--- src/rtl/phy_link_poller_pkg.sv ---
// gmac_poll_pkg: shared types, speed encodings and MAC config word helper
// for the PHY link poller.
package gmac_poll_pkg;

    typedef enum logic [2:0] {
        IDLE,
        PHY_REQ,
        PHY_WAIT,
        DECODE,
        MAC_RD_REQ,
        MAC_RD_WAIT,
        MAC_WR_REQ,
        MAC_WR_WAIT
    } state_e;

    localparam logic [1:0] SPD_10   = 2'b00;
    localparam logic [1:0] SPD_100  = 2'b01;
    localparam logic [1:0] SPD_1000 = 2'b10;
    localparam logic [1:0] SPD_RSVD = 2'b11;

    function automatic logic [31:0] mac_cfg_word(
        input logic [31:0] rd,
        input logic [1:0]  spd,
        input logic        dpx,
        input logic [4:0]  ps_bit,
        input logic [4:0]  fes_bit,
        input logic [4:0]  dm_bit
    );
        logic [31:0] w;
        w          = rd;
        w[ps_bit]  = ~spd[1];
        w[fes_bit] = (spd == SPD_100);
        w[dm_bit]  = dpx;
        return w;
    endfunction

endpackage

--- src/rtl/phy_link_poller_poll_timer.sv ---
// poll_timer: loadable down-counter that saturates at zero; counts only
// while enabled and flags zero.
module poll_timer #(
    parameter int           W       = 16,
    parameter logic [W-1:0] RST_VAL = '0
) (
    input  logic         i_clk,
    input  logic         i_rst_n,
    input  logic         load_i,
    input  logic [W-1:0] load_val_i,
    input  logic         en_i,
    output logic         zero_o
);

    logic [W-1:0] cnt_q, cnt_d;

    always_comb cnt_d = load_i ? load_val_i : (en_i && cnt_q != '0) ? cnt_q - W'(1) : cnt_q;

    always_ff @(posedge i_clk or negedge i_rst_n) begin
        if (!i_rst_n) cnt_q <= RST_VAL;
        else          cnt_q <= cnt_d;
    end

    assign zero_o = (cnt_q == '0);

endmodule

--- src/rtl/phy_link_poller.sv ---
// phy_link_poller: polls a PHY status register over MDIO and rewrites the MAC
// speed/duplex config via read-modify-write whenever the negotiated mode changes.
module phy_link_poller
    import gmac_poll_pkg::*;
#(
    parameter logic [19:0] POLL_DIV     = 20'd125000,
    parameter logic [4:0]  PHY_ADDR     = 5'h00,
    parameter logic [4:0]  PHY_REG      = 5'h11,
    parameter int          SPD_LSB      = 14,
    parameter int          DPX_BIT      = 13,
    parameter int          LINK_BIT     = 10,
    parameter logic [13:0] MAC_CFG_ADDR = 14'h0000,
    parameter int          MAC_PS_BIT   = 15,
    parameter int          MAC_FES_BIT  = 14,
    parameter int          MAC_DM_BIT   = 11,
    parameter logic [15:0] TIMEOUT      = 16'd4096
) (
    input  logic        i_clk,
    input  logic        i_rst_n,
    input  logic        i_enable,
    input  logic        i_force_update,
    output logic [4:0]  o_phy_addr,
    output logic [4:0]  o_phy_reg,
    output logic [31:0] o_phy_wr_data,
    output logic        o_phy_rdwn,
    output logic        o_phy_request,
    input  logic        i_phy_done,
    input  logic [31:0] i_phy_rd_data,
    output logic [13:0] o_mac_addr,
    output logic [31:0] o_mac_wr_data,
    output logic        o_mac_rdwn,
    output logic        o_mac_request,
    input  logic        i_mac_done,
    input  logic [31:0] i_mac_rd_data,
    output logic        o_mux,
    output logic        o_link_up,
    output logic [1:0]  o_speed,
    output logic        o_duplex,
    output logic        o_update,
    output logic        o_timeout
);

    state_e      state_q, state_d;
    logic [1:0]  pspd_q, speed_q;
    logic        pdpx_q, plink_q, duplex_q, link_q, force_q;
    logic        phy_req_q, mac_req_q, mac_rdwn_q, mux_q, update_q, timeout_q;
    logic [31:0] wr_data_q;
    logic        poll_zero, tmo_zero, in_wait, done, tmo_fire, wr_done, skip, idle_en;
    logic        unused_phy_bits;

    assign unused_phy_bits = ^i_phy_rd_data;

    assign idle_en  = (state_q == IDLE) && i_enable;
    assign in_wait  = state_q inside {PHY_WAIT, MAC_RD_WAIT, MAC_WR_WAIT};
    assign done     = (state_q == PHY_WAIT) ? i_phy_done : i_mac_done;
    assign tmo_fire = in_wait && !done && tmo_zero;
    assign wr_done  = (state_q == MAC_WR_WAIT) && i_mac_done;
    assign skip     = !plink_q || pspd_q == SPD_RSVD ||
                      ({pspd_q, pdpx_q} == {speed_q, duplex_q} && !force_q);

    always_comb begin
        state_d = state_q;
        case (state_q)
            IDLE:        state_d = (idle_en && poll_zero) ? PHY_REQ : IDLE;
            PHY_REQ:     state_d = PHY_WAIT;
            PHY_WAIT:    state_d = i_phy_done ? DECODE : tmo_zero ? IDLE : PHY_WAIT;
            DECODE:      state_d = skip ? IDLE : MAC_RD_REQ;
            MAC_RD_REQ:  state_d = MAC_RD_WAIT;
            MAC_RD_WAIT: state_d = i_mac_done ? MAC_WR_REQ : tmo_zero ? IDLE : MAC_RD_WAIT;
            MAC_WR_REQ:  state_d = MAC_WR_WAIT;
            MAC_WR_WAIT: state_d = (i_mac_done || tmo_zero) ? IDLE : MAC_WR_WAIT;
            default:     state_d = IDLE;
        endcase
    end

    poll_timer #(.W(20), .RST_VAL(POLL_DIV)) u_poll (
        .i_clk      (i_clk),
        .i_rst_n    (i_rst_n),
        .load_i     (idle_en && poll_zero),
        .load_val_i (POLL_DIV),
        .en_i       (idle_en),
        .zero_o     (poll_zero)
    );

    // Loaded while leaving each request state, so every wait starts afresh.
    poll_timer #(.W(16), .RST_VAL(TIMEOUT)) u_tmo (
        .i_clk      (i_clk),
        .i_rst_n    (i_rst_n),
        .load_i     (state_q inside {PHY_REQ, MAC_RD_REQ, MAC_WR_REQ}),
        .load_val_i (TIMEOUT),
        .en_i       (in_wait),
        .zero_o     (tmo_zero)
    );

    always_ff @(posedge i_clk or negedge i_rst_n) begin
        if (!i_rst_n) begin
            state_q    <= IDLE;
            pspd_q     <= SPD_10;
            pdpx_q     <= 1'b0;
            plink_q    <= 1'b0;
            link_q     <= 1'b0;
            speed_q    <= SPD_1000;
            duplex_q   <= 1'b1;
            force_q    <= 1'b0;
            phy_req_q  <= 1'b0;
            mac_req_q  <= 1'b0;
            mac_rdwn_q <= 1'b0;
            mux_q      <= 1'b0;
            wr_data_q  <= '0;
            update_q   <= 1'b0;
            timeout_q  <= 1'b0;
        end else begin
            state_q    <= state_d;
            phy_req_q  <= (state_d == PHY_REQ);
            mac_req_q  <= state_d inside {MAC_RD_REQ, MAC_WR_REQ};
            mac_rdwn_q <= (state_d == MAC_RD_REQ);
            mux_q      <= state_d inside {MAC_RD_REQ, MAC_RD_WAIT, MAC_WR_REQ, MAC_WR_WAIT};
            update_q   <= wr_done;
            timeout_q  <= tmo_fire;
            force_q    <= i_force_update || (force_q && !wr_done);
            if (state_q == PHY_WAIT && i_phy_done) begin
                pspd_q  <= i_phy_rd_data[SPD_LSB +: 2];
                pdpx_q  <= i_phy_rd_data[DPX_BIT];
                plink_q <= i_phy_rd_data[LINK_BIT];
            end
            if (state_q == DECODE) link_q <= plink_q;
            if (state_q == MAC_RD_WAIT && i_mac_done)
                wr_data_q <= mac_cfg_word(i_mac_rd_data, pspd_q, pdpx_q,
                                          5'(MAC_PS_BIT), 5'(MAC_FES_BIT), 5'(MAC_DM_BIT));
            if (wr_done) begin
                speed_q  <= pspd_q;
                duplex_q <= pdpx_q;
            end
        end
    end

    assign o_phy_addr    = PHY_ADDR;
    assign o_phy_reg     = PHY_REG;
    assign o_phy_wr_data = '0;
    assign o_phy_rdwn    = phy_req_q;
    assign o_phy_request = phy_req_q;
    assign o_mac_addr    = MAC_CFG_ADDR;
    assign o_mac_wr_data = wr_data_q;
    assign o_mac_rdwn    = mac_rdwn_q;
    assign o_mac_request = mac_req_q;
    assign o_mux         = mux_q;
    assign o_link_up     = link_q;
    assign o_speed       = speed_q;
    assign o_duplex      = duplex_q;
    assign o_update      = update_q;
    assign o_timeout     = timeout_q;

endmodule

--- config.mk ---
export PLATFORM = sky130hd
export DESIGN_NAME = phy_link_poller
export DESIGN_NICKNAME = d
export VERILOG_FILES = /design/src/rtl/phy_link_poller_pkg.sv /design/src/rtl/phy_link_poller_poll_timer.sv /design/src/rtl/phy_link_poller.sv
export SDC_FILE = /design/constraint.sdc
export NUM_CORES = 1
export LEC_CHECK = 0
export ABC_AREA = 1
export CAP_MARGIN = 10
export CORE_UTILIZATION = 50
export CTS_CLUSTER_DIAMETER = 80
export DETAILED_ROUTE_END_ITERATION = 8
export DONT_BUFFER_PORTS = 1
export PLACE_DENSITY = 0.64
export SYNTH_ARGS = -nofsm -noshare
export SYNTH_HDL_FRONTEND = slang
export SYNTH_HIERARCHICAL = 1
export SYNTH_SLANG_ARGS = --single-unit
--- constraint.sdc ---
create_clock -name i_clk -period 2.05 [get_ports i_clk]
set_clock_uncertainty 0.15 [all_clocks]
set_input_delay 0.205 -clock i_clk [delete_from_list [all_inputs] [get_ports i_clk]]
set_output_delay 0.205 -clock i_clk [all_outputs]
set_load 0.05 [all_outputs]
Word-level counts from Yosys, hierarchy flattened
Index checks and enable logic that the tools add are counted.
- add/subtract/negate cells: 2
- equal/unequal tests: 15
- multiplexer cells: 13
- bitwise operators: 1
- reduce and logical (&&, ||, !) cells: 30
- operator list (cell ; count):
    $mux 20 ; 2
    $mux 16 ; 2
    $eq 3x3->1 const B ; 8
    $pmux 3 s8 ; 1
    $logic_not 20->1 ; 1
    $reduce_bool 20->1 ; 1
    $sub 20x1->20 const B ; 1
    $logic_not 16->1 ; 1
    $reduce_bool 16->1 ; 1
    $sub 16x1->16 const B ; 1
    $mux 3 ; 4
    $logic_and 1x1->1 ; 11
    $eq 3x1->1 const B ; 2
    $eq 3x2->1 const B ; 2
    $reduce_bool 2->1 ; 3
    $reduce_bool 3->1 ; 2
    $logic_not 1->1 ; 4
    $logic_or 1x1->1 ; 4
    $mux 2 ; 2
    $reduce_bool 4->1 ; 1
    $eq 3x3->1 ; 1
    $logic_not 3->1 ; 1
    $eq 2x1->1 const B ; 1
    $eq 2x2->1 const B ; 1
    2 further kinds ; 3
- register bits after elaboration: 86
- input port bits: 70
- output and inout port bits: 99

Depth between registers and ports, before layout
Gate-level depths: netlist (run 1).
- depth after elaboration: 7
- gate-level depth with buffers: 14
- depth with buffers taken out: 13

By module
Netlist (run 1), hierarchy kept.
- modules (own cells, without submodules) (module ; times used ; cells each ; area each (um^2) ; sequential area each (um^2)):
    phy_link_poller ; 1 ; 297 ; 2484.9 ; 1253.7
    poll_timer (u_poll) ; 1 ; 230 ; 1610.3 ; 509.2
    poll_timer (u_tmo) ; 1 ; 188 ; 1286.2 ; 401.6

Least setup slack after synthesis (run 1)
OpenSTA, ideal clock, no wires.
- kind: reg-to-reg
- from: register u_poll.cnt_q[0]
- to: register u_poll.cnt_q[4]
- library setup time: 0.065 ns
- arrival: 2.005 ns
- required time: 1.835 ns
- slack: -0.170 ns
- cell stages (with the launch flop): 14
- path buffers: 1
- clock period less this slack: 2.220 ns
- cells stage by stage: dfrtp_1 > inv_1 > ha_1 > nand2_1 > nor2_1 > nand3_1 > nor4_1 > nand2_1 > inv_1 > inv_1 > clkbuf_1 > a31oi_1 > nand2_1 > nand2_1
- cells in the longest elaborated chain, start to end: 3
- ends and longest elaborated chain (item ; RTL line ; RTL):
    from (decl) ; phy_link_poller_poll_timer.sv:15 ; logic [W-1:0] cnt_q, cnt_d;
    from (signal assigned) ; phy_link_poller_poll_timer.sv:21 ; else cnt_q <= cnt_d;
    $logic_not 20->1 * ; phy_link_poller_poll_timer.sv:24 ; assign zero_o = (cnt_q == '0);
    via poll_zero ; phy_link_poller.sv:48 ; logic poll_zero, tmo_zero, in_wait, done, tmo_fire, wr_done, skip, idle_en;
    $logic_and 1x1->1 * ; phy_link_poller.sv:79 ; .load_i (idle_en && poll_zero),
    $mux 20 or $reduce_bool 2->1 (tied branches) ; - ;
The timed path passes the listed nets; every way through them passes the cells marked *. The select of a mux whose other input is x is not followed.
A chain may end at the register's enable or synchronous reset.

Worst setup path after layout (run 1)
- from: register state_q[1]
- to: register force_q
- cells in the longest elaborated chain, start to end: 5
- ends and longest elaborated chain (item ; RTL line ; RTL):
    from (decl) ; phy_link_poller.sv:43 ; state_e state_q, state_d;
    from (signal assigned) ; phy_link_poller.sv:113 ; state_q <= state_d;
    $eq 3x3->1 ; phy_link_poller.sv:57 ; assign wr_done = (state_q == MAC_WR_WAIT) && i_mac_done;
    $logic_and 1x1->1 ; phy_link_poller.sv:57 ;
    via wr_done ; phy_link_poller.sv:48 ;
    $logic_not 1->1 ; phy_link_poller.sv:120 ; force_q <= i_force_update || (force_q && !wr_done);
    $logic_and 1x1->1 ; phy_link_poller.sv:120 ;
    $logic_or 1x1->1 ; phy_link_poller.sv:120 ;
    to (signal assigned) ; phy_link_poller.sv:120 ;
    to (decl) ; phy_link_poller.sv:45 ; logic pdpx_q, plink_q, duplex_q, link_q, force_q;
The timed path passes the listed nets, and every way through them passes these cells.

==> flow_summary.yaml, run 1 <==
sta:
  rsz0062_at_grt: "true"
  min_period_over_period_pct: 95.76
  finalSetupViolCount: 0
  slew_viol_final: 0
  finalHoldViolCount: 86
  slew_headroom_pct: 66.39
  holdWs_ps: -630.1
  worstMarginPinSlew_ps: 501.4
  max_freq_mhz: 509.4
  fin_crit_ps: 1963
setup_path:
  critPathMaxStageDelay_ps: 570
  crit_buf_inv: 1
  reg2regPathDepth: 4
  end_kind: "register"
  cpMaxStageDelayCell: "dlygate4sd3_1"
  r2r_setup_slack_ps: 90
  path_max_fanout: 8
  crit_chain: "nand2_1, nor3_2, o21bai_1, dlygate4sd3_1"
  path_class: "reg -> reg"
  cp.required_ps: 2160
  path_delay_family: "buffers and inverters"
  start_kind: "register"
  arrival_ps: 2070
  path_depth: 4
clocking:
  numCtsBuffers: 9
  htreeDepth: 3
  clock_latency_ps: 370
  cts_max_path_buffers: 2
  cts_root_buffer: "clkbuf_8"
  cts_tree: "built"
  path_clk_slew_ps: 90
  clock_sinks: 86
  postCtsHoldBufs: 41
finish:
  final_util_pct: 61.37
  drive_gt1_share_pct: 18.84
  num_antenna_cells: 0
  syn2layout_area_growth_pct: 18.25
  layout.nets: 896
yosys:
  synth_area_per_cell_um2: 7.526
  yosys_warnings: 6
  yosys_most_used_dff: "dfrtp_1"
  synth_top_area_share_pct: 35.34
  yosysTopAreaCell: "dfrtp_1"
  synth.cell_area_um2: 5381
  synth_compound_area_share_pct: 3.116
  async_flop_share_pct: 100.0
  ys_top_cells_by_area: "dfrtp_1 (35%), nand2_1 (19%), buf_4 (8.1%), dfstp_2 (4.9%), nand3_1 (4.8%)"
  synthCells: 715
  yosysMostFrequentCell: "nand2_1"
  synth_simple_gate_area_share_pct: 39.55
  synth_mux_area_share_pct: 0
  yosys-top-cells-count: "nand2_1 (275), dfrtp_1 (76), buf_4 (58), nand3_1 (52), nor2_1 (52)"
  ys_ff_latch: 86
  synth-edff-count: 0
  synth.distinct_cells: 38
  synth-seq-area-share_pct: 40.22
  synth_fa_ha_area_share_pct: 0.6975
  synth-xor-area-share_pct: 2.441
  synth_top_family_by_area: "simple AND/OR/NAND/NOR gates"
drt:
  drt_wl_total_um: 11920
  wl_per_cell_um: 12.37
  final_antenna_net_count: 0
  drt_pass1_iterations: 4
  initialDrtViolationCount: 212
  drcViolationCount: 0
  vias: 4553
  vias_per_cell: 4.723
place:
  place.gp.congestion: 0.8744
  port_buffers: 0
  dp_hpwl_um: 7890
floorplan:
  design.die.area_um2: 11180
  die_w_um: 105.7
  num_rows: 37
  pin_count: 169
  initial_core_util_pct: 51.89
  coreArea_um2: 10370
  die_h_um: 105.7
global_route:
  first_global_vias: 4243
  grt_first_pass_wirelength_um: 19310
  antenna_found_initial: 1
  grt_overflow: 0
  grt_use_total_pct: 21.77
  grt_max_degree: 87
power_and_ir_drop:
  p_per_area_nw_per_um2: 1568
  p_total_mw: 9.977
  vdd_drop_max_mv: 1.004
  power_leakage_nw: 3.375
run_status:
  status: "finished, violations left"
  violations: "negative hold slack"
worst_hold_path:
  hold_path.class: "in -> async"
job:
  maxCapViolations: 0
==> power by group <==
part | switching, mW | total (mW) | leakage [nW] | internal (mW)
combinational | 2.75 | 4.42 | 2.20 | 1.67
clock | 0.683 | 1.14 | 0.0923 | 0.458
sequential | 1.94 | 4.42 | 1.08 | 2.48
total | 5.37 | 9.98 | 3.37 | 4.61
==> layout make-up <==
class / count / area (um2)
multi-input combinational: 596 / 2915
fill: 933 / 4006
tap: 136 / 170.2
clock buffer: 9 / 123.9
sequential: 86 / 2165
clock inverter: 7 / 55.05
timing repair buffer: 81 / 748.2
inverter: 49 / 186.4
==> sequential cells by signal, summed over array words and instances (netlist names), 2 cells and up <==
register and cells:
u_poll/cnt_q 20, u_tmo/cnt_q 16, o_mac_wr_data 32, o_speed 2, state_q 3, pspd_q 2
==> logic make-up (layout without fill, tap and decap cells) <==
kind of cell | count (synthesis) | count (layout)
adder cells (fa/ha/maj) | 3 | 3
AND/OR/NAND/NOR | 456 | 457
AO/OA/AOI/OAI | 29 | 29
flip-flops | 86 | 86
other | 2 | 92
buffers and inverters | 124 | 146
XOR/XNOR | 15 | 15
==> worst paths after layout <==
| check | start | endpoint |
|---|---|---|
| setup reg to reg | state_q[1] | force_q |
| hold reg to reg | plink_q | plink_q |
| hold / removal | i_rst_n | u_poll/cnt_q[8] |
| min in group i_clk | i_mac_done | o_mac_wr_data[20] |
| max in group asynchronous | i_rst_n | o_speed[1] |
| setup / recovery | state_q[1] | force_q |
==> placed cells by master (no fill, tap or decap), types with 2 or more instances in the layout <==
master	n
inv_1	40
clkbuf_8	9
nand3_1	48
conb_1	92
nand3b_1	4
xor2_1	12
inv_2	7
ha_1	2
nand2_4	6
nor2_1	48
inv_6	3
nand4_1	5
nand2_1	272
a21oi_1	4
buf_4	36
dlygate4sd3_1	41
clkinv_2	2
nor2_4	8
o21ai_2	3
o21ai_0	13
nand3_2	28
xnor2_1	3
nor2_2	13
dfrtp_1	76
o21a_1	3
o21ai_1	4
dfstp_2	10
buf_6	2
or2_2	2
nand2_2	17
==> per-layer routing <==
layer	vias up	wire [um]	global-route usage, %
met5	-	13	0
met1	2142	5188	26.94
met2	89	6099	37.11
met4	2	278	9.921
li1	2297	-	-
met3	23	341	3.587
==> metrics by stage <==
| stage | hold WS (ps) | cell area (um2) | setup TNS (ps) | std cells | setup slack [ps] |
|---|---|---|---|---|---|
| 3_3_place_gp | -235.9 | 5597 | -87.92 | 900 | -27.77 |
| 2_1_floorplan | -240.6 | 5722 | -14.76 | 805 | -14.76 |
| 6_report | -630.1 | 6364 | 0 | 964 | 86.87 |
| 5_1_grt | -651.6 | 6364 | -313.5 | 964 | -49.43 |
| 3_5_place_dp | -235.6 | 5597 | -68.64 | 900 | -39.53 |
| 4_1_cts | -651.4 | 6203 | 0 | 957 | 13.65 |
==> timing repair <==
action,4_1_cts,5_1_grt
cloned,0,2
endpoints found under the setup margin,17,25
resized for setup,3,25
pin swaps,0,10
hold endpoints to repair,127,86
buffers inserted,0,5
Power figures use the tool's default switching activity.
==> run 2, diff against run 1 <==
--- a/config.mk
+++ b/config.mk
@@ -14,5 +14,4 @@
 export PLACE_DENSITY = 0.64
 export SYNTH_ARGS = -nofsm -noshare
 export SYNTH_HDL_FRONTEND = slang
-export SYNTH_HIERARCHICAL = 1
 export SYNTH_SLANG_ARGS = --single-unit
==> run 2 against run 1 <==
The flow still finishes with violations (negative hold slack); wire length fell by 17%; total power decreased by 62%; sequential share of layout area up 7.6 points; die area decreased by 12%; worst hold slack improved by 18 ps; non-clock buffer count fell by 37; fmax grew 7.5%; design area shrank 18%; largest power group unchanged.
==> flow_summary.yaml, run 2 <==
yosys:
  yosys_most_used_dff: "dfrtp_1"
  synth_top_family_by_area: "simple AND/OR/NAND/NOR gates"
  synth_simple_gate_area_share_pct: 31.36
  synthCells: 610
  yosys_warnings: 0
  yosysMostFrequentCell: "nand2_1"
  synth_compound_area_share_pct: 4.666
  synth.distinct_cells: 32
  synth_top_area_share_pct: 40.30
  synth-seq-area-share_pct: 45.86
  synth_mux_area_share_pct: 0
  yosys-top-cells-count: "nand2_1 (192), dfrtp_1 (76), nor2_1 (62), buf_4 (59), inv_1 (58)"
  synth_area_per_cell_um2: 7.737
  synth-xor-area-share_pct: 1.299
  synth-edff-count: 0
  synth.cell_area_um2: 4720
  ys_ff_latch: 86
  synth_fa_ha_area_share_pct: 1.060
  yosysTopAreaCell: "dfrtp_1"
  async_flop_share_pct: 100.0
  ys_top_cells_by_area: "dfrtp_1 (40%), nand2_1 (15%), buf_4 (9.4%), dfstp_2 (5.6%), nor2_1 (4.9%)"
sta:
  slew_viol_final: 0
  finalHoldViolCount: 86
  fin_tns_setup_ps: 0
  finalSetupViolCount: 0
  layout_setup_ws_ps: 224.6
  min_period_over_period_pct: 89.04
  max_freq_mhz: 547.8
  rsz0062_at_grt: "false"
  holdWs_ps: -612.1
  fin_crit_ps: 1825
finish:
  final_util_pct: 56.56
  final_cell_mix: "nand2_1 (192), dfrtp_1 (76), nor2_1 (62), inv_1 (58), conb_1 (56)"
  final_common_cell: "nand2_1"
  fin_cells: 768
  multi_input_area_um2: 2027
  drive_gt1_share_pct: 8.980
  num-fill-cells: 843
  num_antenna_cells: 0
  largest_reg_flops: 32
  fin_area_um2: 5201
  syn2layout_area_growth_pct: 10.21
  layout.nets: 726
  seqCellArea_um2: 2165
clocking:
  cts_max_path_buffers: 2
  numCtsBuffers: 9
  cts_tree: "built"
  cts_root_buffer: "clkbuf_8"
  postCtsHoldBufs: 36
  clock_sinks: 86
  htreeDepth: 3
  path_clk_slew_ps: 90
  clock_latency_ps: 350
setup_path:
  cp.required_ps: 2180
  path_max_fanout: 12
  crit_chain: "inv_1, ha_1, nand3_1, nor2_1, nand2_1, nand2_2, inv_1, nand4_1, o21ai_1"
  r2r_end: "u_tmo.cnt_q[11]"
  r2r-start: "u_tmo.cnt_q[0]"
  critical_path.most_common_cell: "inv_1"
  critPathMaxStageDelay_ps: 380
  reg2regPathDepth: 9
  path_class: "reg -> reg"
  r2r_setup_slack_ps: 220
  end_kind: "register"
  arrival_ps: 1960
  cpMaxStageDelayCell: "dfrtp_1"
  startpoint: "u_tmo.cnt_q[0]"
  start_kind: "register"
  endpoint: "u_tmo.cnt_q[11]"
drt:
  vias: 3826
  drcViolationCount: 0
  drt_pass1_iterations: 5
  drt_wl_total_um: 9849
  final_antenna_net_count: 0
  wl_per_cell_um: 12.82
  initialDrtViolationCount: 184
  vias_per_cell: 4.982
global_route:
  grt_first_pass_wirelength_um: 16620
  antenna_found_initial: 0
  grt_use_total_pct: 21.18
  grt_overflow: 0
  first_global_vias: 3625
  grt_max_degree: 87
place:
  port_buffers: 0
  placed_area_um2: 4638
  place.gp.congestion: 0.8603
  dp_hpwl_um: 6658
  dp_slack_ps: 244.4
  placed_cells: 716
floorplan:
  coreArea_um2: 9196
  die_h_um: 99.16
  num_rows: 35
  initial_core_util_pct: 51.32
  pin_count: 169
  die_w_um: 99.16
  design.die.area_um2: 9832
power_and_ir_drop:
  vdd_drop_max_mv: 0.5135
  power_leakage_nw: 2.840
  p_total_mw: 3.832
  p_per_area_nw_per_um2: 736.8
run_status:
  violations: "negative hold slack"
  status: "finished, violations left"
worst_hold_path:
  hold_path.class: "in -> async"
job:
  maxCapViolations: 0
==> run 2: cell types whose count changed in the layout (fill, tap and decap cells not counted), sizes merged, moves of 14 or more <==
cell and delta:
buf -31, conb -36, inv +14, nand2 -98
nand3 -40, nand4 +16
==> run 2: kinds of logic after synthesis <==
| kind of cell | after synthesis |
|---|---|
| flops | 86 |
| buf+inv | 131 |
| compound gates | 40 |
| simple gates | 340 |
| other cells | 2 |
| xor+xnor | 7 |
| fa+ha+maj | 4 |
==> run 2: layer usage <==
metal / vias to the layer above / GRT usage [%] / part of all wire (%)
met4: 0 / 5.769 / 1.0
met5: - / 0 / 0
met2: 141 / 35.40 / 49
li1: 1888 / - / -
met1: 1788 / 27.44 / 44
met3: 9 / 5.622 / 6.2
==> run 2: area by class of cell <==
class                           count  share of cell area, %
Clock inverter                      6                  1.347
Sequential cell                    86                  41.62
Clock buffer                       10                  2.454
Timing Repair Buffer               44                  8.323
Multi-Input combinational cell    447                  38.97
Inverter                           64                  4.619
Tap cell                          111                  2.670
==> run 2: critical path, delay by kind of cell, from the launching register on <==
family	cells	cell delay, ps
AND/OR/NAND/NOR	5	530
buffers and inverters	2	390
flip-flops	1	380
AO/OA/AOI/OAI	1	110
adder cells (fa/ha/maj)	1	210
==> run 2: worst min path at each step <==
| stage | from | endpoint | cells after the start |
|---|---|---|---|
| 6_report | i_rst_n | u_poll.cnt_q[9] | 0 |
| 3_3_place_gp | i_rst_n | u_poll.cnt_q[9] | 0 |
| 2_1_floorplan | i_rst_n | force_q | 0 |
| 4_1_cts | i_rst_n | o_mac_wr_data[23] | 0 |
| 5_1_grt | i_rst_n | u_tmo.cnt_q[0] | 0 |
| 3_5_place_dp | i_rst_n | u_poll.cnt_q[9] | 0 |
==> run 2: report_power, final <==
group          internal [mW]  switching [mW]  leakage (nW)
sequential              1.81          0.0824          1.11
combinational          0.197           0.535          1.64
clock                  0.572           0.637        0.0895
==> run 2: what timing repair did <==
action                                  CTS  global route
gates resized for setup                   0             1
hold endpoints to repair                124            86
buffers inserted                          0             0
endpoints found under the setup margin    0             3
==> run 3, diff against run 2 <==
--- a/config.mk
+++ b/config.mk
@@ -8,10 +8,11 @@
 export ABC_AREA = 1
 export CAP_MARGIN = 10
 export CORE_UTILIZATION = 50
-export CTS_CLUSTER_DIAMETER = 80
+export CTS_CLUSTER_DIAMETER = 30
 export DETAILED_ROUTE_END_ITERATION = 8
 export DONT_BUFFER_PORTS = 1
 export PLACE_DENSITY = 0.64
 export SYNTH_ARGS = -nofsm -noshare
 export SYNTH_HDL_FRONTEND = slang
 export SYNTH_SLANG_ARGS = --single-unit
+export TNS_END_PERCENT = 5
==> constraint.sdc (replaced) <==
create_clock -name i_clk -period 1.53 [get_ports i_clk]
set_clock_uncertainty 0.15 [all_clocks]
set_input_delay 0.153 -clock i_clk [delete_from_list [all_inputs] [get_ports i_clk]]
set_output_delay 0.153 -clock i_clk [all_outputs]
set_load 0.05 [all_outputs]
==> run 3 against run 2 <==
The run ends with negative hold slack, negative setup slack left; via count is 9.6% higher; die area stayed put; flip-flop and latch count stayed put; fmax is 16% higher; count of clock-buffer cells in the layout stayed put; clock power is 39% higher; worst hold slack worse by 68 ps; core utilization is 11 points higher; critical endpoint is now u_poll.cnt_q[17]; largest cell class is now multi-input gates.
==> flow_summary.yaml, run 3 (synthesis results as in run 2) <==
run_status:
  status: "finished, violations left"
  violations: "negative hold slack, negative setup slack"
setup_path:
  r2r_setup_slack_ps: -40
  cp.required_ps: 1680
  path_class: "reg -> reg"
  end_kind: "register"
  critPathMaxStageDelay_ps: 400
  arrival_ps: 1730
  r2r_end: "u_poll.cnt_q[17]"
  path_delay_family: "simple AND/OR/NAND/NOR gates"
  crit_buf_inv: 1
  start_kind: "register"
  r2r-start: "state_q[0]"
  cpMaxStageDelayCell: "dfrtp_1"
  crit_chain: "nor2_2, nand3_4, nor2_4, nand2_4, nor2_4, nand2_1, nand2_1, inv_1, nor2_1"
  reg2regPathDepth: 9
  path_max_fanout: 7
power_and_ir_drop:
  power_leakage_nw: 3.390
  p_per_area_nw_per_um2: 926.7
  vdd_drop_max_mv: 0.6615
place:
  port_buffers: 0
  placed_cells: 792
  place.gp.congestion: 0.9264
  dp_hpwl_um: 7314
  placed_area_um2: 5246
sta:
  max_freq_mhz: 635.4
  finalHoldViolCount: 86
  slew_viol_final: 0
  min_period_over_period_pct: 102.9
  rsz0062_at_grt: "true"
  layout_setup_ws_ps: -43.85
  worstMarginPinSlew_ps: 509.2
  finalSetupViolCount: 19
  slew_headroom_pct: 66.08
  holdWs_ps: -680.4
  fin_crit_ps: 1574
clocking:
  cts_root_buffer: "clkbuf_8"
  clock_latency_ps: 370
  clock_sinks: 86
  cts_tree: "built"
  numCtsBuffers: 9
  postCtsHoldBufs: 36
  htreeDepth: 3
  path_clk_slew_ps: 100
  cts_max_path_buffers: 2
drt:
  drt_wl_total_um: 11020
  wl_per_cell_um: 12.91
  final_antenna_net_count: 0
  vias: 4195
  vias_per_cell: 4.912
  drt_pass1_iterations: 5
  initialDrtViolationCount: 160
  drcViolationCount: 0
finish:
  syn2layout_area_growth_pct: 30.99
  num-fill-cells: 690
  fin_cells: 854
  drive_gt1_share_pct: 27.32
  final_common_cell: "nand2_1"
  layout.nets: 812
  final_cell_mix: "nand2_1 (184), buf_4 (83), dfrtp_1 (76), conb_1 (56), inv_1 (49)"
  largest_reg_flops: 32
  num_antenna_cells: 0
  fin_area_um2: 6182
floorplan:
  initial_core_util_pct: 51.32
  coreArea_um2: 9196
  num_rows: 35
  die_w_um: 99.16
  design.die.area_um2: 9832
  die_h_um: 99.16
  pin_count: 169
global_route:
  grt_max_degree: 87
  grt_overflow: 0
  grt_first_pass_wirelength_um: 18400
  first_global_vias: 4132
  grt_use_total_pct: 23.58
  antenna_found_initial: 0
job:
  maxCapViolations: 0
worst_hold_path:
  hold_path.class: "in -> async"
[run 3: layout make-up]
cell class | count | area [um2] | share of cell area (%)
Clock inverter | 6 | 73.82 | 1.194
Multi-Input combinational cell | 448 | 2302 | 37.24
Clock buffer | 10 | 127.6 | 2.064
Sequential cell | 86 | 2165 | 35.01
Timing Repair Buffer | 129 | 1122 | 18.15
Inverter | 64 | 252.7 | 4.088
Tap cell | 111 | 138.9 | 2.247
[run 3: worst max path at each step]
stage                     slack (ps)                to            start  cells past startpoint
after detailed placement        -170   u_poll.cnt_q[1]  u_poll.cnt_q[0]                      8
after global placement          -120   u_poll.cnt_q[0]  u_poll.cnt_q[0]                      8
after floorplan                   -6   u_tmo.cnt_q[11]   u_tmo.cnt_q[0]                     10
after global routing            -160  u_poll.cnt_q[11]       state_q[0]                      6
final                            -40  u_poll.cnt_q[17]       state_q[0]                      9
after CTS                        -40    u_tmo.cnt_q[6]   u_tmo.cnt_q[3]                      8
[run 3: repair_timing]
action / CTS / global route
endpoints found under the setup margin: 74 / 80
pin swaps: 11 / 16
resized for setup: 47 / 44
hold endpoints to repair: 125 / 86
gates cloned: 1 / 0
buffers inserted: 4 / 5
[run 3: metrics by stage]
step                      power (mW)  hold WS (ps)  setup TNS, ps  utilization, %  setup WS [ps]
after global routing           6.013        -705.8          -4904           67.22         -158.6
final                          5.729        -680.4         -346.7           67.22         -43.85
after floorplan                3.445        -292.6         -38.43               -         -5.806
after CTS                      5.694        -702.2         -558.4           65.42         -43.37
after detailed placement       3.803        -290.5          -2856           57.05         -166.9
after global placement         3.783        -290.2          -1818           57.05         -119.1
[run 3: power by group]
group / switching (mW) / internal [mW]
Combinational: 0.917 / 0.610
Clock: 0.895 / 0.783
Sequential: 0.0991 / 2.42
[run 3: per-layer routing]
layer	wire [um]	track usage [%]	vias to the layer above
met3	640	5.552	19
met2	5387	39.91	148
li1	-	-	2064
met1	4795	29.43	1964
met5	0	0	-
met4	198	9.163	0
